--- config.mk ---
export PLATFORM = sky130hd
export DESIGN_NAME = regfile_dump_reader
export DESIGN_NICKNAME = d
export VERILOG_FILES = /design/src/rtl/regfile_dump_reader.sv
export SDC_FILE = /design/constraint.sdc
export NUM_CORES = 1
export LEC_CHECK = 0
export BUFFER_PORTS_ARGS = -buffer_cell sky130_fd_sc_hd__buf_2
export CORE_MARGIN = 10
export CORE_UTILIZATION = 30
export DETAILED_ROUTE_END_ITERATION = 10
export PLACE_DENSITY = 0.63
export SYNTH_ARGS = -nofsm -noshare
export SYNTH_HDL_FRONTEND = slang
export SYNTH_SLANG_ARGS = --single-unit
export TNS_END_PERCENT = 100
--- constraint.sdc ---
create_clock -name clk -period 2.4 [get_ports clk]
set_clock_uncertainty 0.1 [all_clocks]
set_input_delay 0.24 -clock clk [delete_from_list [all_inputs] [get_ports clk]]
set_output_delay 0.24 -clock clk [all_outputs]
set_load 0.02 [all_outputs]
--- src/rtl/regfile_dump_reader.sv ---
// Register-file dump reader: walks a wrapping index range on the spare
// read port and streams each register value with its index and last flag.
module regfile_dump_reader #(
  parameter int DATA_WIDTH = 32,
  parameter int ADDR_WIDTH = 5,
  parameter int REG_DEPTH  = 32
) (
  input  logic                  clk,
  input  logic                  arst_n,
  input  logic                  i_start,
  input  logic [ADDR_WIDTH-1:0] i_start_addr,
  input  logic [ADDR_WIDTH-1:0] i_end_addr,
  input  logic                  i_abort,
  output logic [ADDR_WIDTH-1:0] o_rf_addr,
  input  logic [DATA_WIDTH-1:0] i_rf_data,
  output logic                  o_valid,
  input  logic                  i_ready,
  output logic [DATA_WIDTH-1:0] o_data,
  output logic [ADDR_WIDTH-1:0] o_addr,
  output logic                  o_last,
  output logic                  o_busy,
  output logic                  o_done
);

  typedef enum logic [1:0] {
    IDLE,
    LOAD,
    STREAM,
    DONE
  } state_t;

  localparam logic [ADDR_WIDTH-1:0] LAST_IDX =
    ADDR_WIDTH'(REG_DEPTH - 1);

  state_t                state;
  logic [ADDR_WIDTH-1:0] ptr;
  logic [ADDR_WIDTH-1:0] end_reg;
  logic [ADDR_WIDTH-1:0] ptr_inc;
  logic                  at_end;
  logic                  hs;

  // The read port always looks at the next register to be loaded.
  assign o_rf_addr = ptr;
  assign at_end    = (ptr == end_reg);
  assign hs        = o_valid & i_ready;

  // Index advance wraps at REG_DEPTH, which need not be a power of two.
  always_comb begin
    ptr_inc = ptr + ADDR_WIDTH'(1);
    if (ptr == LAST_IDX) begin
      ptr_inc = '0;
    end
  end

  // Control FSM and the single-entry output register.
  always_ff @(posedge clk or negedge arst_n) begin
    if (!arst_n) begin
      state   <= IDLE;
      ptr     <= '0;
      end_reg <= '0;
      o_data  <= '0;
      o_addr  <= '0;
      o_last  <= 1'b0;
      o_valid <= 1'b0;
      o_busy  <= 1'b0;
      o_done  <= 1'b0;
    end else begin
      o_done <= 1'b0;
      unique case (state)
        IDLE: begin
          if (i_start) begin
            ptr     <= i_start_addr;
            end_reg <= i_end_addr;
            o_busy  <= 1'b1;
            state   <= LOAD;
          end
        end
        LOAD: begin
          if (i_abort) begin
            o_done <= 1'b1;
            state  <= DONE;
          end else begin
            o_data  <= i_rf_data;
            o_addr  <= ptr;
            o_last  <= at_end;
            o_valid <= 1'b1;
            if (!at_end) begin
              ptr <= ptr_inc;
            end
            state <= STREAM;
          end
        end
        STREAM: begin
          if (i_abort) begin
            o_valid <= 1'b0;
            o_done  <= 1'b1;
            state   <= DONE;
          end else if (hs && o_last) begin
            o_valid <= 1'b0;
            o_done  <= 1'b1;
            state   <= DONE;
          end else if (hs) begin
            // Refill in the same edge as the handshake for full rate.
            o_data <= i_rf_data;
            o_addr <= ptr;
            o_last <= at_end;
            if (!at_end) begin
              ptr <= ptr_inc;
            end
          end
        end
        DONE: begin
          o_busy <= 1'b0;
          state  <= IDLE;
        end
        default: begin
          state <= IDLE;
        end
      endcase
    end
  end

endmodule

-- Word-level counts from Yosys, hierarchy flattened
Index checks and enable logic that the tools add are counted.
- flip-flop bits (word level): 53
- latch bits: 0
- RAM bits: 0
- ROM bits: 0
- input port bits: 47
- logic and storage cells: 71
- memories kept: 0
- add/subtract/negate cells: 1
- multipliers: 0
- div/mod/pow operators: 0
- $lt $le $gt $ge: 0
- equality and inequality tests: 11
- shifts and indexed selects: 0
- mux-type cells: 38
- bitwise operators: 1
- reduce and logical (&&, ||, !) cells: 11
- operators by type and width (cell ; count):
    32-bit 2-to-1 mux ; 4
    32-bit case mux with 2 select lines ; 1
    5-bit 2-to-1 mux ; 11
    5-bit case mux with 3 select lines ; 1
    1-bit 2-to-1 mux ; 12
    2-bit inequality test, second input constant ; 5
    5-bit case mux with 2 select lines ; 1
    1-bit case mux with 2 select lines ; 4
    2-bit case mux with 4 select lines ; 1
    2-bit 2-to-1 mux ; 3
    2-bit AND reduction ; 3
    6-bit AND reduction ; 1
    5-bit by 1-bit adder with 5-bit output, second input constant ; 1
    5-bit equality test ; 1
    5-bit equality test, second input constant ; 1
    5-bit AND reduction ; 1
    2-bit equality test, second input constant ; 2
    2-bit nonzero test ; 2
    3-bit inequality test, second input constant ; 1
    3-bit AND reduction ; 1
    3-bit nonzero test ; 1
    2-bit by 1-bit equality test with 1-bit output, second input constant ; 1
    2-bit logical NOT ; 1
    1-bit bitwise AND ; 1
    1-bit logical AND ; 1

-- Depth between registers and ports, before layout
Gate-level depths: netlist of run 1.
- word-level depth: 7
- mapped depth: 8
- mapped depth without buffers: 7

-- Least setup slack after synthesis of run 1
OpenSTA, ideal clock, no wires.
- kind: register to register
- from: register state[0]
- to: register o_addr[0]
- setup time: 0.125 ns
- arrival time: 1.746 ns
- required time: 2.175 ns
- slack: 0.429 ns
- cell stages (with the launch flop): 8
- path buffers: 1
- cells stage by stage: dfrtp_1 inv_1 ha_1 nand3_2 o21a_4 nor2_8 buf_12 mux2_4
- longest elaborated chain between the ends: 3
- ends and longest elaborated chain (what ; RTL line ; text):
    from (decl) ; 35 ; state_t state;
    from (signal assigned) ; 58 ; state <= IDLE;
    from (signal assigned) ; 75 ; state <= LOAD;
    from (signal assigned) ; 81 ; state <= DONE;
    2-bit equality test / 2-bit by 1-bit equality test with 1-bit output (equally long branches) ; 69 ; unique case (state)
    2-bit inequality test (no line) / 2-bit nonzero test (equally long branches) ; - ;
    5-bit AND reduction (no line) ; - ;
    to (signal assigned) ; 84 ; o_addr <= ptr;
    to (signal assigned) ; 105 ; o_addr <= ptr;
    to (decl) ; 19 ; output logic [ADDR_WIDTH-1:0] o_addr,
Parallel ways exist; a longest one is shown, timed or not.
A chain may end at the register's enable or synchronous reset.

-- Final worst setup path of run 1
- from: register state[0]
- to: register o_addr[4]
The elaborated chain is that of the path after synthesis.

==> results of run 1 <==
[final timing paths]
kind | cells past startpoint | slack, ns | to | from
min in group asynchronous | 2 | 0.40 | o_data[16] | arst_n
worst min-delay path | 2 | 0.06 | end_reg[4] | i_end_addr[4]
worst max register to register | 7 | 0.16 | o_addr[4] | state[0]
worst max-delay path | 7 | 0.16 | o_addr[4] | state[0]
max in group asynchronous | 3 | 1.23 | end_reg[2] | arst_n
worst min register to register | 1 | 0.41 | o_data[12] | o_data[12]
[report_power, final]
| part | internal (mW) | switching (mW) | total [mW] |
|---|---|---|---|
| clock | 0.313 | 0.306 | 0.619 |
| combinational | 1.22 | 1.36 | 2.57 |
| sequential | 1.34 | 0.292 | 1.63 |
| total | 2.87 | 1.96 | 4.83 |
[logic make-up after synthesis]
logic type	synth area share [%]
adders and majority gates	3.54
muxes	24.5
xor gates and xnor gates	1.77
AOI/OAI and AO/OA	6.53
buffers and inverters	3.09
DFF	53.6
and+or+nand+nor	6.93
[cell usage after synthesis, types with 2 or more instances]
master     n
dfrtp_1   53
mux2_4    30
mux2_2    12
o21ai_0   12
nand2_1   10
a21oi_1    7
ha_1       7
nand3_1    5
xnor2_1    5
nor2_1     4
buf_12     3
inv_1      3
mux2i_1    2
nand2b_1   2
nor2b_1    2
nor3_1     2
[cell type report]
cell class	instances	area, um^2
Fill cell	807	4960
Clock inverter	3	43.8
Multi-Input combinational cell	113	1070
Sequential cell	53	1330
Clock buffer	5	68.8
Inverter	3	11.3
Tap cell	105	131
Timing Repair Buffer	97	526
[through the flow]
stage          worst slack, ns  total power, mW  instances
4_1_cts                  0.149             4.92        379
5_1_grt                 0.0111             5.17        379
6_report                 0.155             4.83        379
2_1_floorplan            0.429             3.54        173
3_5_place_dp             0.143             4.27        370
3_3_place_gp             0.228             4.22        370
[repair_timing]
action	4_1_cts	5_1_grt
hold buffers	1	0
endpoints found under the hold margin	29	0
setup buffers	0	0
setup endpoints to repair	0	0
[cells in the final DEF (no fill, tap or decap), drive strengths merged, types with 2 or more instances in the layout]
cell type / instances
nor2: 5
xnor2: 5
ha: 7
inv: 4
buf: 96
nor3: 2
a21oi: 7
mux2: 42
mux2i: 2
nand2b: 3
o21ai: 12
nand3: 6
dfrtp: 53
nand2: 10
clkbuf: 5
nor2b: 2
[layer usage]
| layer | track usage [%] | up-vias |
|---|---|---|
| li1 | - | 810 |
| met4 | 2.00 | 0 |
| met3 | 3.41 | 5 |
| met2 | 14.5 | 62 |
| met1 | 11.7 | 822 |
| met5 | 0 | - |
[worst max-delay path: stages (launching register included)]
cell and delay (ns):
dfrtp_1 0.41, inv_1 0.14, ha_1 0.31, nand3_2 0.12, o21a_4 0.23, nor2_8 0.21
buf_4 0.28, mux2_4 0.32
==> flow_summary_export.csv, run 1 <==
group,metric,value,unit
global_routing,grt_pass1_wl,9530,um
synth,synth_cells,173,
drt,first_iter_violations,40,
drt,drcViolationCount,0,
clocking,cts_tree,"yes",
drt,highest-signal-layer,"met4",
global_routing,grt_start_max_net_pins,31,
clocking,numCtsBuffers,5,
sta,period_minus_slack,2.24,ns
drt,post_drt_via_cell_ratio,4.48,
die,core_region_area,8130,um^2
run_status,result_of_the_run,"complete, no violations",
global_routing,grt_pass1_vias,1817,
drt,drt_wl_total,5820,um
sta,rsz0062_at_grt,"no",
die,dieArea,12300,um^2
worst_setup_path,worstPathRequired,2.50,ns
place,placedInstanceArea,3050,um^2
synth,ys_types,30,
final_layout,area_growth_synth_to_finish,28.5,%
sta,remaining_max_slew_budget_at_the_tightest_pin,55.1,%
final_layout,largest_register_ffs,32,
global_routing,grtUsageTotal,9.18,%
clocking,h_tree_depth,2,
drt,routed_wire_length_on_met3,418,um
worst_hold_path,hp-class,"input port to flip-flop",
synth,synth_seq_cells,53,
sta,max_freq,446,MHz
die,die_y,111,um
die,rows,33,
synth,async_flop_share,100,%
global_routing,grt_overflow,0,
die,start_util,30.4,%
worst_setup_path,arrival,2.34,ns
final_layout,final_cell_area,3180,um^2
sta,setup_total_negative_slack,0,ns
place,dp_hpwl,4490,um
synth,synth_nets,227,
drt,avgRoutedWirePerCell,15.4,um
synth,synth_top_cell_area_share,53.6,%
die,die_width,111,um
worst_setup_path,critPathMaxFanout,10,
power,cellPowerDensity,1520,nW/um^2
clocking,clk-insertion-delay-late,0.30,ns
final_layout,utilization,39.1,%
place,finalWeightedCongestion,0.808,
sta,holdWs,0.0559,ns
synth,ys_seq_area_share,53.6,%
place,port-buffer-count,92,
synth,mappedNetlistArea,2470,um^2
global_routing,antenna_found_initial,0,
final_layout,inserted_diodes,0,
sta,finalHoldViolCount,0,
sta,timing.final.crit_share,93.5,%
drt,wire_length_the_detailed_router_placed_on_met1,2660,um
synth,synth-warning-count,0,
worst_setup_path,path_class,"flip-flop to flip-flop",
final_layout,largest-register,"o_data",
sta,maxSlewViolCount,0,
synth,synth.top_cells.by_area,"dfrtp_1, mux2_4, mux2_2",
synth,synth-edff-count,0,
clocking,ctsRootBufferMaster,"clkbuf_8",
run,max_cap_violations,0,
synth,synthesized_area_per_cell,14.3,um^2
clocking,cts.sink_count,53,
final_layout,layout-drive-gt1-share,55.5,%
sta,timing_worst_slew_pin_value,0.674,ns
sta,finalSetupViolCount,0,
worst_setup_path,kind_of_start_point_of_the_critical_path,"flip-flop",
clocking,cts_buffer_depth,2,
synth,post-synth-top-area-cell,"dfrtp_1",
clocking,number_of_resized_instances_in_the_post_cts_repair_step,0,
drt,met2_wirelength,2710,um
drt,via_count,1699,
drt,drtAntennaViolNets,0,
power,max-vdd-ir-drop,0.494,mV
drt,dr.pass1.iters,4,
final_layout,num-nets-final,327,
clocking,path_clk_slew,0.10,ns
worst_setup_path,critPathCaptureType,"flip-flop",
synth,synthFlopType,"dfrtp_1",
die,boundary_pins,93,
power,leakage_power,1.58,nW
(Power assumes the default switching activity.)
==> inputs of run 2 (changes only) <==
--- a/config.mk
+++ b/config.mk
@@ -5,11 +5,12 @@
 export SDC_FILE = /design/constraint.sdc
 export NUM_CORES = 1
 export LEC_CHECK = 0
+export ABC_AREA = 1
 export BUFFER_PORTS_ARGS = -buffer_cell sky130_fd_sc_hd__buf_2
 export CORE_MARGIN = 10
 export CORE_UTILIZATION = 30
 export DETAILED_ROUTE_END_ITERATION = 10
-export PLACE_DENSITY = 0.63
+export PLACE_DENSITY = 0.64
 export SYNTH_ARGS = -nofsm -noshare
 export SYNTH_HDL_FRONTEND = slang
 export SYNTH_SLANG_ARGS = --single-unit
==> flow_summary_export.csv, run 2 <==
group,metric,value,unit
synth,ys_seq_area_share,56.5,%
worst_setup_path,timing.critical_path.slowest_stage_cell,"inv_2",
drt,drcViolationCount,0,
worst_hold_path,hp-class,"input port to flip-flop",
global_routing,antenna_found_initial,0,
place,placedInstanceArea,2920,um^2
final_layout,layout.cells.most_common_list,"nand2_1, buf_2, dfrtp_1, inv_1, o21ai_0",
synth,synth_top_cell_area_share,56.5,%
run,max_cap_violations,0,
place,post-place-cells,478,
sta,setup_total_negative_slack,0,ns
synth,post_synth_most_frequent_cells,"nand2_1, dfrtp_1, inv_1",
sta,maxSlewViolCount,0,
worst_setup_path,r2r_depth,8,
drt,drtAntennaViolNets,0,
drt,post_drt_via_cell_ratio,4.26,
worst_setup_path,worstPathRequired,2.54,ns
clocking,numCtsBuffers,5,
power,cellPowerDensity,1440,nW/um^2
drt,drt_wl_total,6250,um
sta,period_minus_slack,1.93,ns
global_routing,grt_pass1_vias,2053,
worst_setup_path,kind_of_start_point_of_the_critical_path,"flip-flop",
clocking,cts_buffer_depth,2,
worst_setup_path,critPathMaxFanout,33,
synth,synthFlopType,"dfrtp_1",
clocking,cts.repair_timing.setup_buffer_count,0,
sta,timing.final.crit_share,80.3,%
die,rows,32,
final_layout,inserted_diodes,0,
clocking,cts_tree,"yes",
die,boundary_pins,93,
synth,async_flop_share,100,%
place,finalWeightedCongestion,0.873,
clocking,h_tree_depth,2,
final_layout,largest_register_ffs,32,
worst_setup_path,arrival,2.07,ns
final_layout,mostFrequentLayoutCell,"nand2_1",
synth,synthesized_area_per_cell,8.12,um^2
die,dieArea,11800,um^2
worst_setup_path,cp_slowest_stage_delay,0.43,ns
synth,synth_most_common_cell,"nand2_1",
drt,dr.pass1.iters,4,
clocking,ctsRootBufferMaster,"clkbuf_8",
drt,via_count,2074,
place,port-buffer-count,92,
final_layout,final-instance-count-excl-fill,487,
sta,finalSetupViolCount,0,
worst_setup_path,path_class,"flip-flop to flip-flop",
die,die_y,108,um
worst_setup_path,critPathCaptureType,"flip-flop",
worst_setup_path,worst-path-buf-inv,2,
synth,synth_nets,343,
run_status,result_of_the_run,"complete, no violations",
worst_hold_path,whs_path_depth,3,
final_layout,num-nets-final,438,
clocking,clk-insertion-delay-late,0.30,ns
clocking,number_of_resized_instances_in_the_post_cts_repair_step,0,
clocking,cts.sink_count,53,
global_routing,grt_pass1_wl,10100,um
synth,ys_types,18,
clocking,path_clk_slew,0.10,ns
sta,remaining_max_slew_budget_at_the_tightest_pin,55.0,%
place,dp_hpwl,4730,um
power,max-vdd-ir-drop,0.474,mV
final_layout,area_growth_synth_to_finish,28.9,%
drt,first_iter_violations,66,
worst_setup_path,crit_chain,"inv_1 -> ha_1 -> nor2_1 -> nor2_1 -> nand3_2 -> inv_2 -> nand2_1 -> nand2_1",
final_layout,largest-register,"o_data",
global_routing,grtUsageTotal,10.5,%
worst_setup_path,crit_cells,8,
sta,rsz0062_at_grt,"no",
sta,timing_worst_slew_pin_value,0.675,ns
synth,synth_seq_cells,53,
power,leakage_power,1.78,nW
final_layout,final_cell_area,3030,um^2
die,start_util,30.5,%
synth,mappedNetlistArea,2350,um^2
sta,finalHoldViolCount,0,
worst_setup_path,cp_top_family,"buffers and inverters",
drt,avgRoutedWirePerCell,12.8,um
synth,post-synth-top-area-cell,"dfrtp_1",
die,die_width,108,um
synth,synth_cells,289,
die,core_region_area,7690,um^2
global_routing,grt_start_max_net_pins,54,
final_layout,layout-drive-gt1-share,28.1,%
synth,synth-warning-count,0,
synth,synth.top_cells.by_area,"dfrtp_1, nand2_1, ha_1",
global_routing,grt_overflow,0,
synth,synth-edff-count,0,
sta,max_freq,519,MHz
==> run 2: cell count changes after synthesis, moves of 3 or more <==
cell and change:
nand2_1 +145, mux2_4 -30, inv_1 +14, mux2_2 -12, nor2_1 +8, a21oi_1 -5, nand3_1 +5, o21ai_0 +4
xnor2_1 -4, buf_12 -3, buf_2 +3, clkbuf_1 +3
==> run 2: cells by family after synthesis <==
kind of cell | share of synthesized area [%]
xor+xnor | 0.373
simple gates | 30.8
buf+inv | 4.37
fa+ha+maj | 3.73
compound gates | 4.21
flops | 56.5
==> run 2: per-layer routing <==
layer	wire, um	vias up	GRT usage (%)
met1	2680	931	12.6
met3	518	7	3.69
li1	-	1074	-
met2	2990	62	17.5
met5	0	-	0
met4	54	0	2.73
==> run 2: timing repair <==
action                     in CTS  in global routing
setup endpoints to repair       0                  0
hold endpoints to repair       53                  0
hold buffers                    1                  0
==> run 2: worst reg2reg max path, cell delays in order, from the launching register on <==
cell,delay [ns]
dfrtp_1,0.42
inv_1,0.13
ha_1,0.26
nor2_1,0.08
nor2_1,0.12
nand3_2,0.10
inv_2,0.43
nand2_1,0.13
nand2_1,0.09
==> run 2: path summary, 6_finish.rpt <==
check / from / to / slack, ns
min reg2reg: o_data[30] / o_data[30] / 0.38
max reg2reg: state[0] / o_data[2] / 0.47
max in group asynchronous: arst_n / o_data[27] / 1.26
min: i_rf_data[16] / o_data[16] / 0.02
max: state[0] / o_data[2] / 0.47
min in group asynchronous: arst_n / state[0] / 0.47
==> run 2: final cells by class <==
class                   instances  area, um^2
clock buffers                   6        82.6
inverters                      19        71.3
well taps                     102         128
repair buffers                 95         485
fillers                       835        4660
multi-input cells             210         918
flip-flops and latches         53        1330
clock inverters                 2        13.8
==> run 2: where the power goes <==
group	switching, mW	internal [mW]	total (mW)	leakage, nW
logic	1.52	0.740	2.26	1.06
clock network	0.297	0.235	0.531	0.0512
registers	0.267	1.32	1.58	0.663
==> run 2: per-stage QoR <==
stage / hold WS, ns / utilization, % / worst slack, ns / power [mW]
finish: 0.0179 / 39.4 / 0.474 / 4.37
global placement: 0.309 / 38.0 / 0.535 / 3.85
detailed placement: 0.318 / 38.0 / 0.453 / 3.91
global route: 0.0144 / 39.4 / 0.194 / 4.83
floorplan: -0.156 / - / 0.700 / 3.14
CTS: 0.0111 / 39.4 / 0.429 / 4.45
